## src/rtl/fetch_stall_ctrl.sv

```systemverilog
// rtl/fetch_stall_ctrl.sv - PC / IF-ID holder applying load-use stall, bubble and branch redirect
module fetch_stall_ctrl #(
  parameter int              XLEN      = 64,
  parameter logic [XLEN-1:0] RESET_PC  = '0,
  parameter logic [31:0]     NOP_INSTR = 32'h00000013,
  parameter int              MAX_STALL = 4,
  parameter int              CNT_W     = 32
) (
  input  logic             clk,
  input  logic             reset,
  input  logic             PC_write,
  input  logic             IFID_write,
  input  logic             ID_Flush_stall,
  input  logic             branch_taken,
  input  logic [XLEN-1:0]  branch_target,
  input  logic [31:0]      instr_in,
  output logic [XLEN-1:0]  pc_out,
  output logic [XLEN-1:0]  IFID_pc,
  output logic [31:0]      IFID_instr,
  output logic             IFID_valid,
  output logic             IDEX_valid,
  output logic             stall_active,
  output logic [CNT_W-1:0] stall_count,
  output logic [CNT_W-1:0] flush_count,
  output logic             stall_timeout,
  output logic             protocol_err
);

  localparam int RUN_W = $clog2(MAX_STALL + 1);

  typedef enum logic [1:0] {
    ST_RUN   = 2'd0,
    ST_STALL = 2'd1,
    ST_FLUSH = 2'd2
  } state_t;

  state_t           state_q;
  state_t           state_d;
  logic             stall;
  logic [RUN_W-1:0] stall_run;

  // A redirect from EX is older than the stalled consumer, so it overrides the stall.
  assign stall        = ~PC_write & ~branch_taken;
  assign stall_active = (state_q == ST_STALL);

  always_comb begin
    state_d = ST_RUN;
    if (branch_taken) begin
      state_d = ST_FLUSH;
    end else if (stall) begin
      state_d = ST_STALL;
    end
  end

  always_ff @(posedge clk) begin
    if (!reset) begin
      state_q       <= ST_RUN;
      pc_out        <= RESET_PC;
      IFID_pc       <= '0;
      IFID_instr    <= NOP_INSTR;
      IFID_valid    <= 1'b0;
      IDEX_valid    <= 1'b0;
      stall_count   <= '0;
      flush_count   <= '0;
      stall_run     <= '0;
      stall_timeout <= 1'b0;
      protocol_err  <= 1'b0;
    end else begin
      state_q <= state_d;

      if (branch_taken) begin
        pc_out <= branch_target;
      end else if (PC_write) begin
        pc_out <= pc_out + XLEN'(4);
      end

      if (branch_taken) begin
        IFID_instr <= NOP_INSTR;
        IFID_valid <= 1'b0;
        IFID_pc    <= '0;
      end else if (IFID_write) begin
        IFID_instr <= instr_in;
        IFID_valid <= 1'b1;
        IFID_pc    <= pc_out;
      end

      IDEX_valid <= (ID_Flush_stall | branch_taken) ? 1'b0 : IFID_valid;

      if (stall && (stall_count != {CNT_W{1'b1}})) begin
        stall_count <= stall_count + CNT_W'(1);
      end
      if (branch_taken && (flush_count != {CNT_W{1'b1}})) begin
        flush_count <= flush_count + CNT_W'(1);
      end

      // stall_run saturates at MAX_STALL; it is nonzero exactly while the FSM sits in STALL.
      if (!stall) begin
        stall_run <= '0;
      end else if (stall_run != RUN_W'(MAX_STALL)) begin
        stall_run <= stall_run + RUN_W'(1);
      end
      if (stall && (stall_run == RUN_W'(MAX_STALL))) begin
        stall_timeout <= 1'b1;
      end

      if ((PC_write != IFID_write) || (ID_Flush_stall != ~PC_write)) begin
        protocol_err <= 1'b1;
      end
    end
  end

endmodule

```

## config.mk

```make
export PLATFORM = sky130hd
export DESIGN_NAME = fetch_stall_ctrl
export DESIGN_NICKNAME = d
export VERILOG_FILES = /design/src/rtl/fetch_stall_ctrl.sv
export SDC_FILE = /design/constraint.sdc
export NUM_CORES = 1
export LEC_CHECK = 0
export BUFFER_PORTS_ARGS = -buffer_cell sky130_fd_sc_hd__buf_2
export CAP_MARGIN = 10
export CELL_PAD_IN_SITES_DETAIL_PLACEMENT = 0
export CELL_PAD_IN_SITES_GLOBAL_PLACEMENT = 2
export CORE_AREA = 4 4 193 195
export CTS_BUF_LIST = sky130_fd_sc_hd__clkbuf_8
export DETAILED_ROUTE_END_ITERATION = 10
export DIE_AREA = 0 0 197 199
export PLACE_DENSITY_LB_ADDON = 0.2
export SLEW_MARGIN = 25
export SYNTH_ARGS = -nofsm -noshare
export SYNTH_HDL_FRONTEND = slang
export SYNTH_SLANG_ARGS = --single-unit
export TNS_END_PERCENT = 100
```

## constraint.sdc

```tcl
create_clock -name clk -period 2.6 [get_ports clk]
set_input_delay 0.26 -clock clk [delete_from_list [all_inputs] [get_ports clk]]
set_output_delay 0.26 -clock clk [all_outputs]
set_load 0.01 [all_outputs]
```

==> flow_results.xml, run 1 <==
<?xml version="1.0" encoding="UTF-8"?>
<metrics>
  <group name="run_status">
    <metric name="run_status" unit="">completed</metric>
  </group>
  <group name="global_route">
    <metric name="grtUsageTotal" unit="%">19.1</metric>
    <metric name="grt_first_pass_wirelength" unit="um">60500</metric>
    <metric name="via_count_of_the_first_global_routing_pass" unit="">10900</metric>
    <metric name="grt_overflow" unit="">0</metric>
    <metric name="maximum_number_of_pins_on_one_net_before_global_route_repair" unit="">75</metric>
    <metric name="antenna_found_initial" unit="">4</metric>
  </group>
  <group name="layout">
    <metric name="post-route-cell-area" unit="mm2">0.0149</metric>
    <metric name="fillers" unit="">3669</metric>
    <metric name="area_growth_syn_to_layout" unit="%">41.6</metric>
    <metric name="layout-drive-gt1-share" unit="%">28.5</metric>
    <metric name="nets_final" unit="">1795</metric>
  </group>
  <group name="critical_path">
    <metric name="critPathKind" unit="">register to register</metric>
    <metric name="worstPathCellList" unit="">nand3_1 &gt; nor3_1 &gt; buf_4 &gt; nand4_1 &gt; or4b_2 &gt; a31oi_1</metric>
    <metric name="timing.critical_path.to_type" unit="">register</metric>
    <metric name="critPathMaxStageDelay" unit="ns">0.73</metric>
    <metric name="timing.critical_path.arrival" unit="ns">2.84</metric>
    <metric name="crit_path_top_delay_cell" unit="">or4b_2</metric>
    <metric name="critical_path.startpoint" unit="">pc_out[6]</metric>
    <metric name="crit_fanout" unit="">9</metric>
    <metric name="critPathRequiredTime" unit="ns">3.12</metric>
    <metric name="worst-path-buf-inv" unit="">1</metric>
    <metric name="setup.worst_path.start_class" unit="">register</metric>
    <metric name="family_with_the_most_delay_on_the_worst_path" unit="">simple AND/OR/NAND/NOR gates</metric>
    <metric name="worstReg2RegStart" unit="">pc_out[6]</metric>
  </group>
  <group name="floorplanning">
    <metric name="fp.dieH" unit="um">199</metric>
    <metric name="core.rowCount" unit="">69</metric>
    <metric name="floorplan.core_area" unit="mm2">0.0354</metric>
    <metric name="initial_utilization" unit="%">29.8</metric>
    <metric name="die_area" unit="mm2">0.0392</metric>
    <metric name="die_width" unit="um">197</metric>
    <metric name="ioPinCount" unit="">331</metric>
  </group>
  <group name="drt">
    <metric name="route.detailed.drc" unit="">0</metric>
    <metric name="route.top_layer_used" unit="">met5</metric>
    <metric name="wl_per_cell" unit="um">17.7</metric>
    <metric name="drt_pre_antenna_iters" unit="">4</metric>
    <metric name="detailroute.wirelength.met2" unit="um">17600</metric>
    <metric name="wl_met1" unit="um">17400</metric>
    <metric name="wirelength" unit="um">38600</metric>
    <metric name="dr.first_iter.drc_count" unit="">411</metric>
    <metric name="postRouteAntennaNets" unit="">0</metric>
    <metric name="dr_wl_met3" unit="um">2560</metric>
    <metric name="vias" unit="">10700</metric>
    <metric name="viasPerCell" unit="">4.92</metric>
  </group>
  <group name="placement">
    <metric name="gp_routability_congestion" unit="">0.767</metric>
    <metric name="post-dp-hpwl" unit="um">27800</metric>
    <metric name="count_of_input_and_output_buffers" unit="">330</metric>
    <metric name="dp_slack" unit="ns">0.274</metric>
    <metric name="post_dp_cell_area" unit="mm2">0.0131</metric>
  </group>
  <group name="clocking">
    <metric name="cts-resized-gates" unit="">0</metric>
    <metric name="cts_htree_levels" unit="">2</metric>
    <metric name="tritoncts" unit="">done</metric>
    <metric name="root_buffer" unit="">clkbuf_8</metric>
    <metric name="postCtsSetupBuffers" unit="">0</metric>
    <metric name="hold_bufs_at_cts" unit="">90</metric>
    <metric name="clock_latency" unit="ns">0.59</metric>
    <metric name="clkSlewWorstSetupHoldPaths" unit="ns">0.06</metric>
    <metric name="tritoncts_num_sinks" unit="">233</metric>
    <metric name="cts_made_buffers" unit="">46</metric>
    <metric name="max-clock-path-buffers" unit="">3</metric>
  </group>
  <group name="synth">
    <metric name="synth-edff-count" unit="">0</metric>
    <metric name="synthTopCellsByArea" unit="">dfxtp_1 (44%), mux2i_1 (10%), nor2_1 (5.9%)</metric>
    <metric name="mappedNetlistNets" unit="">1319</metric>
    <metric name="ys_top_cells_by_count" unit="">dfxtp_1 (233), nor2_1 (165), mux2i_1 (109)</metric>
    <metric name="synth.cell_area" unit="mm2">0.0106</metric>
    <metric name="count_leader_synth" unit="">dfxtp_1</metric>
    <metric name="synth_top_cell_by_area" unit="">dfxtp_1</metric>
    <metric name="synthesis.yosys.warnings" unit="">0</metric>
    <metric name="avgSynthCellArea" unit="um2">8.71</metric>
    <metric name="synth_sequential_area_ratio" unit="%">44.2</metric>
    <metric name="postSynth.asyncResetShare" unit="%">0</metric>
    <metric name="postSynthRegisterBits" unit="">233</metric>
    <metric name="area_share_of_the_leading_cell_type_in_the_synthesized_netlist" unit="%">44.2</metric>
    <metric name="synthesis.instances" unit="">1212</metric>
    <metric name="synthDistinctLibCells" unit="">55</metric>
    <metric name="dominant_register_cell_in_the_synthesized_netlist" unit="">dfxtp_1</metric>
  </group>
  <group name="sta">
    <metric name="fin_setup_tns" unit="ns">0</metric>
    <metric name="timing_hold_violations_final" unit="">0</metric>
    <metric name="tightestPinTransition" unit="ns">0.655</metric>
    <metric name="grt_setup_unrepaired" unit="">false</metric>
    <metric name="fin_clk_skew" unit="ns">0.0208</metric>
    <metric name="fmax" unit="MHz">431</metric>
    <metric name="hold-worst-slack" unit="ns">0.0630</metric>
    <metric name="min_period_over_period" unit="%">89.2</metric>
    <metric name="setup_viol_count_final" unit="">0</metric>
    <metric name="timing_max_transition_violations_final" unit="">0</metric>
    <metric name="fin_ws" unit="ns">0.280</metric>
    <metric name="finalCriticalPeriod" unit="ns">2.32</metric>
    <metric name="maxSlewHeadroom" unit="%">56.3</metric>
  </group>
  <group name="flow_run">
    <metric name="max_cap_viol_count" unit="">0</metric>
  </group>
  <group name="power">
    <metric name="ir_drop" unit="uV">389</metric>
    <metric name="power.static_leakage" unit="nW">6.47</metric>
    <metric name="power_per_cell_area" unit="mW/mm2">562</metric>
  </group>
  <group name="worst_hold_path">
    <metric name="hold_class" unit="">primary input to register</metric>
    <metric name="min_from" unit="">branch_target[48]</metric>
  </group>
</metrics>
worst min-delay path, cell delays in order:
cell     delay [ns]
buf_2          0.11
a21oi_1        0.06
nor2_1         0.08
a311o_1        0.11
kinds of logic (layout without fill, tap and decap cells):
logic type	after synthesis	in the layout	synth area share, %
compound gates	216	216	12.6
xor+xnor	50	50	4.15
fa+ha+maj	5	5	0.593
buf+inv	89	596	3.31
flops	233	233	44.2
mux	109	109	10.3
other cells	0	4	0
simple gates	510	510	24.8
cell usage in the layout (no fill, tap or decap), drive strengths merged, types with 9 or more instances in the layout:
cell type and instances:
or4 21, nor4 25, nand3 49, o31ai 18, mux2i 109, o211ai 12
or3 39, dlygate4sd3 90, nor2 165, a21oi 57, buf 405, nand4 49
nor3 19, xor2 27, nand2b 9, o21ai 76, inv 40, clkbuf 53
nand2 88, xnor2 23, and3 13, dfxtp 233, a31oi 14
cell type report:
| type | count | area, um2 | area share (%) |
|---|---|---|---|
| repair buffers | 495 | 3170 | 21.2 |
| inverters | 22 | 82.6 | 0.552 |
| well taps | 461 | 577 | 3.86 |
| flip-flops and latches | 233 | 4660 | 31.2 |
| clock buffers | 53 | 729 | 4.88 |
| clock inverters | 26 | 160 | 1.07 |
| multi-input cells | 890 | 5550 | 37.1 |
| diodes | 4 | 10.0 | 0.0670 |
flip-flops by register name, summed over array words and instances (netlist names), 2 cells and up:
register	cells
IFID_pc	64
pc_out	64
stall_run	3
IFID_instr	32
flush_count	32
stall_count	32
state_q	2
report_power, final:
group	switching [W]	total [W]	internal [W]
Combinational	0.000482	0.000915	0.000433
Sequential	0.000121	0.00381	0.00369
Clock	0.00163	0.00367	0.00204
Total	0.00224	0.00840	0.00616
path summary, 6_finish.rpt:
kind         slack, ns  cells after the start             to
max reg2reg       0.28                      6     pc_out[52]
min               0.06                      4     pc_out[48]
max               0.28                      6     pc_out[52]
min reg2reg       0.46                      1  stall_timeout
routing by layer:
layer / vias up / GRT usage [%]
li1: 5366 / -
met1: 4998 / 25.0
met2: 316 / 30.9
met3: 67 / 4.91
met4: 2 / 6.57
met5: - / 0
through the flow:
step / total power [W] / cells / util [%]
final: 0.00840 / 2184 / 42.2
after global routing: 0.00882 / 2182 / 42.2
after CTS: 0.00858 / 2180 / 42.2
after detailed placement: 0.00470 / 2011 / 37.1
after global placement: 0.00470 / 2011 / 37.1
after floorplan: 0.00429 / 1212 / -
Power figures use the tool's default switching activity.
==> run 2: changes to the inputs <==
Settings changed: ABC_AREA from default to 1, CORE_AREA 4 4 193 195 to 4 4 212 214, DIE_AREA 0 0 197 199 to 0 0 216 218.
==> flow_results.xml, run 2 <==
<?xml version="1.0" encoding="UTF-8"?>
<metrics>
  <group name="placement">
    <metric name="dpl.cell_count" unit="">2686</metric>
    <metric name="post-dp-hpwl" unit="um">38500</metric>
    <metric name="count_of_input_and_output_buffers" unit="">330</metric>
    <metric name="gp_routability_congestion" unit="">0.870</metric>
  </group>
  <group name="synth">
    <metric name="postSynth.asyncResetShare" unit="%">0</metric>
    <metric name="synth_sequential_area_ratio" unit="%">39.1</metric>
    <metric name="synth.cell_area" unit="mm2">0.0119</metric>
    <metric name="synthTopCellsByArea" unit="">dfxtp_1 (39%), nand2_1 (19%), a21oi_1 (8.2%)</metric>
    <metric name="synthDistinctLibCells" unit="">33</metric>
    <metric name="avgSynthCellArea" unit="um2">6.56</metric>
    <metric name="count_leader_synth" unit="">nand2_1</metric>
    <metric name="postSynthRegisterBits" unit="">233</metric>
    <metric name="dominant_register_cell_in_the_synthesized_netlist" unit="">dfxtp_1</metric>
    <metric name="synth-edff-count" unit="">0</metric>
    <metric name="ys_top_cells_by_count" unit="">nand2_1 (611), dfxtp_1 (233), nor2_1 (209)</metric>
    <metric name="mappedNetlistNets" unit="">1924</metric>
    <metric name="area_share_of_the_leading_cell_type_in_the_synthesized_netlist" unit="%">39.1</metric>
    <metric name="synthesis.instances" unit="">1817</metric>
    <metric name="synth_top_cell_by_area" unit="">dfxtp_1</metric>
    <metric name="synthesis.yosys.warnings" unit="">0</metric>
  </group>
  <group name="power">
    <metric name="power.static_leakage" unit="nW">6.68</metric>
    <metric name="ir_drop" unit="uV">352</metric>
    <metric name="report.power.total" unit="W">0.00851</metric>
    <metric name="power_per_cell_area" unit="mW/mm2">527</metric>
  </group>
  <group name="drt">
    <metric name="postRouteAntennaNets" unit="">0</metric>
    <metric name="wl_per_cell" unit="um">18.0</metric>
    <metric name="dr.first_iter.drc_count" unit="">802</metric>
    <metric name="vias" unit="">13400</metric>
    <metric name="wirelength" unit="um">51500</metric>
    <metric name="viasPerCell" unit="">4.66</metric>
    <metric name="drt_pre_antenna_iters" unit="">5</metric>
    <metric name="route.detailed.drc" unit="">0</metric>
  </group>
  <group name="critical_path">
    <metric name="crit_fanout" unit="">6</metric>
    <metric name="timing.critical_path.to_type" unit="">register</metric>
    <metric name="critPathKind" unit="">register to register</metric>
    <metric name="critPathRequiredTime" unit="ns">3.09</metric>
    <metric name="timing.critical_path.arrival" unit="ns">2.73</metric>
    <metric name="setup.worst_path.start_class" unit="">register</metric>
  </group>
  <group name="sta">
    <metric name="timing_hold_violations_final" unit="">0</metric>
    <metric name="finalCriticalPeriod" unit="ns">2.25</metric>
    <metric name="fin_setup_tns" unit="ns">0</metric>
    <metric name="min_period_over_period" unit="%">86.4</metric>
    <metric name="maxSlewHeadroom" unit="%">56.3</metric>
    <metric name="fmax" unit="MHz">445</metric>
    <metric name="hold-worst-slack" unit="ns">0.0885</metric>
    <metric name="tightestPinTransition" unit="ns">0.655</metric>
    <metric name="timing_max_transition_violations_final" unit="">0</metric>
    <metric name="grt_setup_unrepaired" unit="">false</metric>
    <metric name="setup_viol_count_final" unit="">0</metric>
    <metric name="fin_clk_skew" unit="ns">0.0212</metric>
  </group>
  <group name="clocking">
    <metric name="cts_made_buffers" unit="">47</metric>
    <metric name="max-clock-path-buffers" unit="">3</metric>
    <metric name="clock_latency" unit="ns">0.63</metric>
    <metric name="root_buffer" unit="">clkbuf_8</metric>
    <metric name="tritoncts_num_sinks" unit="">233</metric>
    <metric name="clkSlewWorstSetupHoldPaths" unit="ns">0.06</metric>
    <metric name="cts-resized-gates" unit="">0</metric>
    <metric name="tritoncts" unit="">done</metric>
    <metric name="cts_htree_levels" unit="">2</metric>
  </group>
  <group name="global_route">
    <metric name="antenna_found_initial" unit="">0</metric>
    <metric name="maximum_number_of_pins_on_one_net_before_global_route_repair" unit="">112</metric>
    <metric name="grtUsageTotal" unit="%">21.3</metric>
    <metric name="grt_first_pass_wirelength" unit="um">79200</metric>
    <metric name="via_count_of_the_first_global_routing_pass" unit="">13500</metric>
    <metric name="grt_overflow" unit="">0</metric>
  </group>
  <group name="layout">
    <metric name="instances_no_fill" unit="">2864</metric>
    <metric name="layout-drive-gt1-share" unit="%">20.8</metric>
    <metric name="multiInputGateArea" unit="mm2">0.00643</metric>
    <metric name="most-common-layout-cells" unit="">nand2_1 (611), buf_2 (329), dfxtp_1 (233)</metric>
    <metric name="num_antenna_cells" unit="">0</metric>
    <metric name="final_common_cell" unit="">nand2_1</metric>
    <metric name="top_regs" unit="">IFID_pc x64, pc_out x64</metric>
    <metric name="nets_final" unit="">2354</metric>
    <metric name="sequential_cell_area" unit="mm2">0.00466</metric>
    <metric name="area_growth_syn_to_layout" unit="%">35.4</metric>
    <metric name="fillers" unit="">4728</metric>
  </group>
  <group name="floorplanning">
    <metric name="core.rowCount" unit="">76</metric>
    <metric name="initial_utilization" unit="%">27.8</metric>
    <metric name="fp.dieH" unit="um">218</metric>
    <metric name="die_width" unit="um">216</metric>
    <metric name="floorplan.core_area" unit="mm2">0.0429</metric>
    <metric name="ioPinCount" unit="">331</metric>
    <metric name="die_area" unit="mm2">0.0471</metric>
  </group>
  <group name="worst_hold_path">
    <metric name="hold_class" unit="">primary input to register</metric>
  </group>
  <group name="run_status">
    <metric name="run_status" unit="">completed</metric>
  </group>
  <group name="flow_run">
    <metric name="max_cap_viol_count" unit="">0</metric>
  </group>
</metrics>
## run 2: layout make-up
type	instances	area share [%]
sequential	233	28.9
multi-input combinational	1374	39.9
tap	585	4.54
clock buffer	55	4.69
clock inverter	26	0.915
inverter	134	3.13
timing repair buffer	457	17.9
## run 2: power breakdown
part	leakage, nW	internal, W	switching [W]
clock	0.535	0.00202	0.00177
combinational	4.25	0.000380	0.000529
sequential	1.90	0.00369	0.000127
## run 2: worst paths after layout
path                              startpoint      endpoint  slack, ns  cells past startpoint
worst min-delay path                PC_write     pc_out[7]       0.09                      3
worst min register to register  protocol_err  protocol_err       0.45                      2
worst max-delay path               pc_out[3]    pc_out[60]       0.35                      8
worst max register to register     pc_out[3]    pc_out[60]       0.35                      8
## run 2: through the flow
step | area [um2] | setup WS, ns | utilization, %
6_report | 16100 | 0.355 | 37.6
2_1_floorplan | 11900 | 0.872 | -
3_5_place_dp | 14300 | 0.285 | 33.2
5_1_grt | 16100 | 0.187 | 37.6
4_1_cts | 16100 | 0.281 | 37.6
3_3_place_gp | 14300 | 0.290 | 33.2
## run 2: cells by family after synthesis
family	Yosys count	synth area share (%)
XOR/XNOR	53	3.90
AND/OR/NAND/NOR	975	33.7
flip-flops	233	39.1
adder cells (fa/ha/maj)	5	0.525
buffers and inverters	210	7.04
AO/OA/AOI/OAI	341	15.7
## run 2: timing repair
action,4_1_cts,5_1_grt
hold buffers,97,0
buffers inserted,0,0
hold endpoints to repair,98,0
## run 2: layer usage
layer,GRT usage (%),wire [um]
met1,27.0,22800
met2,36.7,24900
met3,4.79,2660
met4,5.53,1200
met5,0,0
## run 2: critical path, cell delays in order (launching register included)
cell      delay (ns)
dfxtp_1         0.48
ha_1            0.25
nand2_1         0.12
nor2_2          0.23
nand3b_1        0.24
nor2_1          0.49
nand3_1         0.13
nand3_1         0.12
a21oi_1         0.06
